## config.mk

```make
export PLATFORM = sky130hd
export DESIGN_NAME = muldiv_sequencer
export DESIGN_NICKNAME = d
export VERILOG_FILES = /design/src/rtl/alu_ops_pkg.sv /design/src/rtl/muldiv_sequencer.sv
export SDC_FILE = /design/constraint.sdc
export NUM_CORES = 1
export LEC_CHECK = 0
export CORE_MARGIN = 2
export CORE_UTILIZATION = 55
export CTS_BUF_LIST = sky130_fd_sc_hd__clkbuf_2
export CTS_CLUSTER_SIZE = 10
export DETAILED_ROUTE_END_ITERATION = 10
export PLACE_DENSITY = 0.86
export SYNTH_ARGS = -nofsm -noshare
export SYNTH_HDL_FRONTEND = slang
export SYNTH_SLANG_ARGS = --single-unit
```

## constraint.sdc

```tcl
create_clock -name clk -period 19.3 [get_ports clk]
set_clock_uncertainty 0.2 [all_clocks]
set_input_delay 1.93 -clock clk [delete_from_list [all_inputs] [get_ports clk]]
set_output_delay 1.93 -clock clk [all_outputs]
set_load 0.05 [all_outputs]
```

## src/rtl/alu_ops_pkg.sv

```systemverilog
// Shared ALU op codes, MULTU/DIVU selector values and the multiply/divide
// sequencer state encoding.
package alu_ops_pkg;

  typedef enum logic [2:0] {
    AluAnd = 3'b000,
    AluOr  = 3'b001,
    AluAdd = 3'b010,
    AluXor = 3'b011,
    AluSub = 3'b110,
    AluSlt = 3'b111
  } alu_op_e;

  localparam logic MdMultu = 1'b0;
  localparam logic MdDivu  = 1'b1;

  typedef enum logic [2:0] {
    StIdle,
    StMulAdd,
    StMulCry,
    StDivCmp,
    StDivSub,
    StDone
  } md_state_e;

endpackage

```

## src/rtl/muldiv_sequencer.sv

```systemverilog
// Multi-cycle unsigned MULTU/DIVU engine that has no adder of its own; it
// borrows the shared ALU for every add, subtract and unsigned compare.
module muldiv_sequencer
  import alu_ops_pkg::*;
#(
  parameter int unsigned WIDTH = 32,
  parameter int unsigned CNT_W = 6
) (
  input  logic             clk,
  input  logic             rst,
  input  logic             start,
  input  logic             md_op,
  input  logic [WIDTH-1:0] rs_val,
  input  logic [WIDTH-1:0] rt_val,
  output logic             alu_sel,
  output logic [2:0]       alu_op,
  output logic [WIDTH-1:0] alu_a,
  output logic [WIDTH-1:0] alu_b,
  input  logic [WIDTH-1:0] alu_result,
  output logic             busy,
  output logic             done,
  output logic [WIDTH-1:0] hi,
  output logic [WIDTH-1:0] lo
);

  md_state_e        state_q, state_d;
  logic [WIDTH-1:0] acc_q, acc_d;
  logic [WIDTH-1:0] q_q, q_d;
  logic [WIDTH-1:0] m_q, m_d;
  logic [WIDTH-1:0] sum_q, sum_d;
  logic [WIDTH-1:0] hi_q, hi_d;
  logic [WIDTH-1:0] lo_q, lo_d;
  logic [CNT_W-1:0] cnt_q, cnt_d;
  logic             ovf_q, ovf_d;
  logic             lt_q, lt_d;
  alu_op_e          op;
  logic [WIDTH-1:0] opa;
  logic [WIDTH-1:0] opb;
  logic             last;
  logic             iter_end;

  always_ff @(posedge clk or posedge rst) begin
    if (rst) begin
      state_q <= StIdle;
      acc_q   <= '0;
      q_q     <= '0;
      m_q     <= '0;
      sum_q   <= '0;
      hi_q    <= '0;
      lo_q    <= '0;
      cnt_q   <= '0;
      ovf_q   <= 1'b0;
      lt_q    <= 1'b0;
    end else begin
      state_q <= state_d;
      acc_q   <= acc_d;
      q_q     <= q_d;
      m_q     <= m_d;
      sum_q   <= sum_d;
      hi_q    <= hi_d;
      lo_q    <= lo_d;
      cnt_q   <= cnt_d;
      ovf_q   <= ovf_d;
      lt_q    <= lt_d;
    end
  end

  always_comb begin
    state_d  = state_q;
    acc_d    = acc_q;
    q_d      = q_q;
    m_d      = m_q;
    sum_d    = sum_q;
    hi_d     = hi_q;
    lo_d     = lo_q;
    cnt_d    = cnt_q;
    ovf_d    = ovf_q;
    lt_d     = lt_q;
    op       = AluAnd;
    opa      = '0;
    opb      = '0;
    iter_end = 1'b0;
    last     = (cnt_q == CNT_W'(WIDTH - 1));

    unique case (state_q)
      StIdle: begin
        if (start) begin
          acc_d   = '0;
          q_d     = rs_val;
          m_d     = rt_val;
          cnt_d   = '0;
          state_d = (md_op == MdDivu) ? StDivCmp : StMulAdd;
        end
      end
      StMulAdd: begin
        op      = AluAdd;
        opa     = acc_q;
        opb     = m_q;
        sum_d   = alu_result;
        state_d = StMulCry;
      end
      StMulCry: begin
        // Unsigned sum < addend means the add wrapped: that is the carry out.
        op  = AluSlt;
        opa = sum_q;
        opb = m_q;
        if (q_q[0]) begin
          {acc_d, q_d} = {alu_result[0], sum_q, q_q[WIDTH-1:1]};
        end else begin
          {acc_d, q_d} = {1'b0, acc_q, q_q[WIDTH-1:1]};
        end
        iter_end = 1'b1;
      end
      StDivCmp: begin
        op      = AluSlt;
        opa     = {acc_q[WIDTH-2:0], q_q[WIDTH-1]};
        opb     = m_q;
        ovf_d   = acc_q[WIDTH-1];
        acc_d   = opa;
        q_d     = {q_q[WIDTH-2:0], 1'b0};
        lt_d    = alu_result[0];
        state_d = StDivSub;
      end
      StDivSub: begin
        // A bit shifted out of acc means the true remainder exceeds m.
        op  = AluSub;
        opa = acc_q;
        opb = m_q;
        if (ovf_q || !lt_q) begin
          acc_d  = alu_result;
          q_d[0] = 1'b1;
        end
        iter_end = 1'b1;
      end
      StDone: state_d = StIdle;
      default: state_d = StIdle;
    endcase

    if (iter_end) begin
      cnt_d = cnt_q + CNT_W'(1);
      if (last) begin
        state_d = StDone;
        hi_d    = acc_d;
        lo_d    = q_d;
      end else begin
        state_d = (state_q == StDivSub) ? StDivCmp : StMulAdd;
      end
    end
  end

  assign busy    = (state_q != StIdle);
  assign alu_sel = (state_q != StIdle) && (state_q != StDone);
  assign done    = (state_q == StDone);
  assign alu_op  = op;
  assign alu_a   = opa;
  assign alu_b   = opb;
  assign hi      = hi_q;
  assign lo      = lo_q;

endmodule
```

## After elaboration in Yosys (flattened, before gate mapping)

Index checks and enable logic that the tools add are counted.

| word-level totals | value |
|---|---|
| bits in registers | 203 |
| word-level logic and storage cells | 57 |
| output and inout port bits | 134 |
| bits of input ports | 100 |

| operators by class | value |
|---|---|
| add/subtract/negate cells | 1 |
| reductions and logical operators | 15 |
| muxes and demuxes | 22 |
| eq/ne operators | 9 |

Operators with widths:

| kind | number |
|---|---|
| $mux 32 | 6 |
| $pmux 32 s4 | 1 |
| $pmux 32 s3 | 1 |
| $pmux 31 s3 | 1 |
| $mux 6 | 3 |
| $pmux 3 s4 | 1 |
| $mux 3 | 3 |
| $pmux 3 s3 | 1 |
| $reduce_and 2->1 | 4 |
| $add 6x1->6 const B | 1 |
| $eq 3x2->1 const B | 2 |
| $eq 3x3->1 const B | 2 |
| $eq 6x5->1 const B | 1 |
| $ne 3x3->1 const B | 2 |
| $reduce_or 2->1 | 3 |
| $mux 2 | 2 |
| $pmux 1 s4 | 1 |
| $reduce_bool 2->1 | 2 |
| $reduce_or 4->1 | 1 |
| $eq 3x1->1 const B | 1 |
| $logic_not 3->1 | 1 |
| $reduce_bool 3->1 | 1 |
| $mux 1 | 2 |
| $ne 2x1->1 const B | 1 |
| other kinds (3) | 3 |

## Longest topological paths before layout

Gate-level depths: netlist of run 1.

| depth | value |
|---|---|
| depth in word-level cells | 5 |
| depth in mapped cells | 7 |
| depth with buffers taken out | 6 |

## Least setup slack after synthesis of run 1

No wires, ideal clock.

| timing path | value |
|---|---|
| kind | register to output |
| start | register state_q[1] |
| end | output alu_sel |
| stages on the path, launching flop included | 6 |
| buffers on the path | 3 |
| slack | 14451 ps |
| required time | 17170 ps |
| arrival time | 2719 ps |
| cells stage by stage | dfrtp_1 -> buf_4 -> buf_2 -> buf_2 -> nor3b_1 -> nor2_1 |

| between the ends | value |
|---|---|
| cells in the longest elaborated chain, start to end | 2 |
| elaborated cells on any way between the ends | 3 |
| those cells by class | 1 x eq/ne; 2 x reduce/logical |

Ends and longest elaborated chain:

| what | RTL line | text |
|---|---|---|
| from (decl) | muldiv_sequencer.sv:26 | `md_state_e state_q, state_d;` |
| from (signal assigned) | muldiv_sequencer.sv:44 | `state_q <= StIdle;` |
| from (signal assigned) | muldiv_sequencer.sv:55 | `state_q <= state_d;` |
| $ne 3x3->1 / $reduce_bool 3->1 (equally long branches) | muldiv_sequencer.sv:152 | `assign alu_sel = (state_q != StIdle) && (state_q != StDone);` |
| $logic_and 1x1->1 * | muldiv_sequencer.sv:152 |  |
| to (decl) | muldiv_sequencer.sv:15 | `output logic alu_sel,` |

Every way passes the cells marked *; elsewhere a longest branch is shown, timed or not.

## Final worst setup path of run 1

| timing path | value |
|---|---|
| start | register state_q[2] |
| end | output alu_a[14] |

| between the ends | value |
|---|---|
| cells in the longest elaborated chain, start to end | 3 |
| elaborated cells on any way between the ends | 6 |
| those cells by class | 4 x eq/ne; 1 x mux; 1 x reduce/logical |

Ends and longest elaborated chain:

| what | RTL line | text |
|---|---|---|
| $eq 3x3->1 / $eq 3x1->1 (equally long branches) | muldiv_sequencer.sv:85 | `unique case (state_q)` |
| $reduce_or 2->1 (no source line) | n/a |  |
| $pmux 32 s3 * | muldiv_sequencer.sv:85 |  |
| to (decl) | muldiv_sequencer.sv:17 | `output logic [WIDTH-1:0] alu_a,` |

Marks and branches as above.

==> results.py, run 1 <==
metrics = {
    "detailed_routing": {
        "drt-vias-per-instance": 5.911,
        "drc": 0,
        "wirelength_um": 28450,
        "firstDrtPassIters": 5,
        "wl_per_cell_um": 19.67,
        "num_vias": 8548,
        "ant_nets": 0,
        "drt_iter0_markers": 616,
    },
    "worst_setup_path": {
        "setup.worst_path.start": "state_q[2]$_DFFE_PP0P_",
        "ff2ff_setup_slack_ns": 14.99,
        "reg2reg_depth": 6,
        "r2r-start": "state_q[2]$_DFFE_PP0P_",
        "cp.required_ns": 17.17,
        "crit_path_max_fanout": 45,
        "crit_path_end": "alu_a[14]",
        "rr_endpoint": "hi[5]$_DFFE_PP0P_",
        "cp.arrival_ns": 4.27,
        "cp-start-kind": "register",
        "crit_type": "reg -> out",
        "cp-end-kind": "output port",
    },
    "timing": {
        "fin_crit_sh": 0.3317,
        "tightest_slew_ns": 1.170,
        "hold_viol_final": 0,
        "slew_headroom": 0.2180,
        "finalSetupViolCount": 0,
        "fin_crit_ns": 6.402,
        "max_freq_ghz": 0.1562,
        "rsz0062_at_grt": "false",
        "fin_tns_setup_ns": 0,
        "finalMaxSlewViolations": 0,
    },
    "yosys": {
        "ys_ff_latch": 203,
        "async_reset_ff_frac": 1.000,
        "ys.flop_type": "dfrtp_1",
        "syn-num-nets": 1047,
        "synthDistinctLibCells": 42,
        "yosys_warnings": 0,
        "synth-edff-count": 0,
        "yosysSeqAreaShare": 0.4949,
        "synth_area_leader_cell": "dfrtp_1",
        "yosys-top-cells-area": "dfrtp_1 49%, mux2_2 13%, mux2i_1 6.2%",
        "synth_top_cell_area_share": 0.4949,
        "netlist_instances": 946,
        "syn_avg_cell_area_um2": 10.85,
        "synth_area_mm2": 0.01026,
    },
    "clock_network": {
        "post_cts_buffers": 0,
        "clockRootBuffer": "clkbuf_2",
        "htreeDepth": 2,
        "cts_hold_buffers": 0,
        "clock_sinks": 203,
        "ctsResizeCount": 0,
        "cts_buffer_depth": 3,
        "clkTransAtPathRegs_ns": 0.09,
        "clock_latency_ns": 0.81,
        "cts_tree": "yes",
        "cts_made_buffers": 54,
    },
    "global_routing": {
        "grt.overflow.total": 0,
        "antenna_found_initial": 1,
        "grt_pass1_vias": 8812,
        "grt_max_degree": 128,
        "grt_first_pass_wirelength_um": 46100,
        "grtUsageTotal": 0.2896,
    },
    "power": {
        "p_leak_uw": 0.006081,
        "power_density_mw_per_mm2": 164.6,
        "peakVddDrop_uv": 136.1,
    },
    "finish": {
        "finish.net_count": 1276,
        "final_util": 0.7286,
        "fillers": 1330,
        "syn2layout_area_growth_pct": 28.80,
        "layout_common_cells": "233 x clkdlybuf4s50_1, 200 x dfrtp_1, 138 x nand2_1, 118 x mux2_2, 82 x clkbuf_2",
        "layout-drive-gt1-share": 0.1933,
        "ff_latch_area_mm2": 0.005084,
        "multi_input_area_mm2": 0.004832,
        "final_common_cell": "clkdlybuf4s50_1",
    },
    "floorplan": {
        "coreArea_mm2": 0.01815,
        "die_h_um": 140.6,
        "initial_utilization": 0.5656,
        "die_area_mm2": 0.01977,
        "placementRows": 49,
        "die_x_um": 140.6,
        "boundaryPins": 234,
    },
    "run": {
        "maxCapViolCount": 0,
    },
    "min_path": {
        "hold_path_class": "reg -> reg",
    },
    "run_status": {
        "status": "finished, final reports clean",
    },
    "placement": {
        "io_buffer_count": 233,
        "gp_congestion": 0.8798,
        "dp_hpwl_um": 18160,
    },
}
[final cells by class]
class / instances / area share
Antenna cell: 1 / 0.0001893
Clock buffer: 82 / 0.03104
Clock inverter: 15 / 0.008517
Inverter: 5 / 0.001987
Multi-Input combinational cell: 660 / 0.3655
Sequential cell: 203 / 0.3845
Tap cell: 229 / 0.02167
Timing Repair Buffer: 251 / 0.1866
[worst max-delay path: stages, from the launching register on]
cell,delay (ns)
dfrtp_2,0.93
nor3b_4,0.89
buf_4,0.54
nand2_1,0.14
o21ai_0,0.12
clkdlybuf4s50_1,0.84
[sequential cells by signal (all words and copies together) (netlist names)]
signal,count
acc_q,32
cnt_q,6
hi,32
lo,32
lt_q,1
m_q,32
ovf_q,1
q_q,32
state_q,3
sum_q,32
[Yosys cell counts, types with 2 or more instances]
| cell | number |
|---|---|
| buf_2 | 22 |
| or2_2 | 2 |
| nand2b_1 | 3 |
| mux2_1 | 13 |
| mux2i_1 | 64 |
| a22o_1 | 32 |
| nand2_1 | 138 |
| dfrtp_1 | 203 |
| a21oi_1 | 36 |
| a311o_1 | 32 |
| xnor2_1 | 2 |
| inv_1 | 3 |
| and3_1 | 33 |
| nor2_1 | 68 |
| and2_1 | 32 |
| nor3b_1 | 2 |
| mux2_2 | 118 |
| a221o_1 | 31 |
| o21ai_0 | 34 |
| clkbuf_1 | 45 |
| nand3b_1 | 2 |
| nor2b_1 | 2 |
| nor3_1 | 2 |
| buf_4 | 6 |
| buf_6 | 4 |
[report_power, final]
group	switching, µW	internal (µW)	total, µW	leakage [µW]
registers	112	551	664	0.00264
clock network	178	139	317	0.000388
logic	740	456	1200	0.00306
[worst min-delay path by stage]
stage,from,end,slack [ns],cells after the start
6_report,m_q[29]$_DFFE_PP0P_,m_q[29]$_DFFE_PP0P_,0.27,2
5_1_grt,m_q[23]$_DFFE_PP0P_,m_q[23]$_DFFE_PP0P_,0.30,2
4_1_cts,m_q[29]$_DFFE_PP0P_,m_q[29]$_DFFE_PP0P_,0.27,2
3_5_place_dp,m_q[5]$_DFFE_PP0P_,m_q[5]$_DFFE_PP0P_,0.25,2
3_3_place_gp,m_q[18]$_DFFE_PP0P_,m_q[18]$_DFFE_PP0P_,0.25,2
2_1_floorplan,cnt_q[5]$_DFFE_PP0P_,cnt_q[5]$_DFFE_PP0P_,0.24,1
[kinds of logic after synthesis]
| kind of cell | count (synthesis) | share of synthesized area |
|---|---|---|
| flops | 203 | 0.4949 |
| fa+ha+maj | 1 | 0.001219 |
| buf+inv | 83 | 0.03815 |
| mux | 195 | 0.2061 |
| compound gates | 171 | 0.1275 |
| xor+xnor | 2 | 0.001707 |
| simple gates | 291 | 0.1304 |
[layer usage]
layer | wire (µm) | track usage
met1 | 11440 | 0.3753
met2 | 13470 | 0.4619
met3 | 2871 | 0.09681
met4 | 658 | 0.09789
met5 | 0 | 0
[metrics by stage]
step	power (µW)	hold WS, ns	cell area (µm²)	setup slack [ns]	cells
3_3_place_gp	1831	0.2483	12700	14.00	1348
4_1_cts	2178	0.2742	13220	12.89	1445
2_1_floorplan	1501	0.2363	10260	11.63	946
6_report	2176	0.2712	13220	12.90	1446
5_1_grt	2301	0.3000	13220	12.65	1446
3_5_place_dp	1857	0.2543	12700	13.82	1348
(Power assumes the default switching activity.)
==> run 2, diff against run 1 <==
- CORE_UTILIZATION: 55 -> 52
- PLACE_DENSITY: 0.86 -> 0.82
- clock period: 19.3 -> 6.2 ns (I/O delays scaled with it)
==> run 2 against run 1 <==
Compared with the run above:
- critical path type unchanged
- register-to-register slack worse by 12 ns
- via count down 0.11%
- non-clock buffer count up 2
==> results.py, run 2 (synthesis results as in run 1) <==
metrics = {
    "detailed_routing": {
        "drt_iter0_markers": 436,
        "wirelength_um": 28250,
        "num_vias": 8539,
        "drc": 0,
        "drt-vias-per-instance": 5.777,
        "ant_nets": 0,
        "firstDrtPassIters": 7,
        "wl_per_cell_um": 19.11,
    },
    "min_path": {
        "hold_start": "rt_val[30]",
        "hold_path_class": "in -> reg",
        "hold_end": "m_q[30]$_DFFE_PP0P_",
        "whs_path_depth": 3,
    },
    "global_routing": {
        "antenna_found_initial": 2,
        "grt.overflow.total": 0,
        "grt_max_degree": 161,
        "grtUsageTotal": 0.2686,
        "grt_pass1_vias": 8622,
        "grt_first_pass_wirelength_um": 44300,
    },
    "clock_network": {
        "cts_hold_buffers": 0,
        "clkTransAtPathRegs_ns": 0.11,
        "cts_tree": "yes",
        "post_cts_buffers": 0,
        "clock_sinks": 203,
        "htreeDepth": 2,
        "clock_latency_ns": 0.80,
        "cts_made_buffers": 53,
        "cts_buffer_depth": 3,
        "clockRootBuffer": "clkbuf_2",
        "ctsResizeCount": 0,
    },
    "worst_setup_path": {
        "slowest_stage": "clkdlybuf4s50_1",
        "crit_buf_inv": 2,
        "cp.arrival_ns": 3.81,
        "setup.worst_path.start": "state_q[1]$_DFFE_PP0P_",
        "cp-start-kind": "register",
        "cp-end-kind": "output port",
        "crit_type": "reg -> out",
        "reg2reg_depth": 4,
        "ff2ff_setup_slack_ns": 2.50,
        "crit_chain": "nor2b_2 > buf_4 > a21oi_1 > o21ai_0 > clkdlybuf4s50_1",
        "cp.required_ns": 5.38,
        "rr_endpoint": "sum_q[30]$_DFFE_PP0P_",
        "crit_family": "buffers and inverters",
        "r2r-start": "state_q[0]$_DFFE_PP0P_",
        "crit_path_max_fanout": 21,
        "cpPeakStageDelay_ns": 0.87,
    },
    "power": {
        "p_seq_frac": 0.311,
        "swShare": 0.4781,
        "clkPwrFrac": 0.134,
        "switching_power_uw": 3187,
        "intPower_uw": 3480,
        "p_leak_uw": 0.006042,
        "power_density_mw_per_mm2": 504.3,
        "peakVddDrop_uv": 392.9,
        "pwr-share-comb": 0.555,
    },
    "timing": {
        "rsz0062_at_grt": "false",
        "slew_headroom": 0.2397,
        "finalWorstSetupSlack_ns": 1.572,
        "finalMaxSlewViolations": 0,
        "fin_tns_setup_ns": 0,
        "tightest_slew_ns": 1.138,
        "hold_ws_ns": 0.1175,
        "fin_crit_ns": 4.628,
        "finalSetupViolCount": 0,
        "hold_viol_final": 0,
        "max_freq_ghz": 0.2161,
        "fin_crit_sh": 0.7465,
    },
    "floorplan": {
        "placementRows": 51,
        "die_h_um": 144.5,
        "coreArea_mm2": 0.01940,
        "initial_utilization": 0.5292,
        "die_x_um": 144.5,
        "die_area_mm2": 0.02088,
        "boundaryPins": 234,
    },
    "finish": {
        "syn2layout_area_growth_pct": 28.80,
        "layout-drive-gt1-share": 0.1841,
        "multi_input_area_mm2": 0.004832,
        "fillers": 1535,
        "layout_common_cells": "233 x clkdlybuf4s50_1, 201 x dfrtp_1, 138 x nand2_1, 118 x mux2_2, 70 x clkbuf_2",
        "ff_latch_area_mm2": 0.005082,
        "finish.net_count": 1277,
        "final_common_cell": "clkdlybuf4s50_1",
    },
    "placement": {
        "dp_hpwl_um": 18040,
        "gp_congestion": 0.8528,
        "io_buffer_count": 233,
        "pre_cts_ws_ns": 2.420,
    },
    "run": {
        "maxCapViolCount": 0,
    },
    "run_status": {
        "status": "finished, final reports clean",
    },
}
run 2: routing by layer:
metal / global-route usage / vias up / part of all wire
li1: - / 3884 / -
met3: 0.1023 / 58 / 0.11
met5: 0 / - / 0
met1: 0.3520 / 4179 / 0.40
met2: 0.4078 / 418 / 0.47
met4: 0.09862 / 0 / 0.022
run 2: metrics by stage:
| step | total power, µW | util | area (µm²) | instances |
|---|---|---|---|---|
| global route | 7040 | 0.6814 | 13220 | 1477 |
| CTS | 6680 | 0.6813 | 13220 | 1476 |
| finish | 6667 | 0.6816 | 13220 | 1478 |
| floorplan | 4672 | - | 10270 | 946 |
| detailed placement | 5773 | 0.6580 | 12760 | 1386 |
| global placement | 5703 | 0.6580 | 12760 | 1386 |
run 2: layout make-up:
type	instances	area share
multi-input combinational	660	0.3655
clock inverter	20	0.007760
timing repair buffer	253	0.1887
antenna	2	0.0003785
inverter	5	0.001703
clock buffer	70	0.02650
sequential	203	0.3844
tap	265	0.02508
run 2: worst reg2reg max path, delay by kind of cell, from the launching register on:
| kind | cells | cell delay (ns) |
|---|---|---|
| buffers and inverters | 2 | 1.35 |
| DFF | 1 | 0.48 |
| muxes | 1 | 0.39 |
| and+or+nand+nor | 1 | 1.19 |
run 2: worst max-delay path by stage:
stage | to | slack [ns] | depth (start not counted)
5_1_grt | done | 1.43 | 3
2_1_floorplan | alu_sel | 2.66 | 5
3_5_place_dp | alu_a[29] | 2.42 | 5
6_report | alu_a[29] | 1.57 | 5
4_1_cts | alu_a[29] | 1.53 | 5
3_3_place_gp | alu_a[29] | 2.40 | 5
run 2: power by group through the flow:
stage	Combinational [µW]	Clock (µW)	Sequential, µW
after global routing	3940	980	2120
after detailed placement	3690	0	2090
after floorplan	2730	0	1950
after global placement	3640	0	2070
after CTS	3700	919	2060
final	3700	894	2080
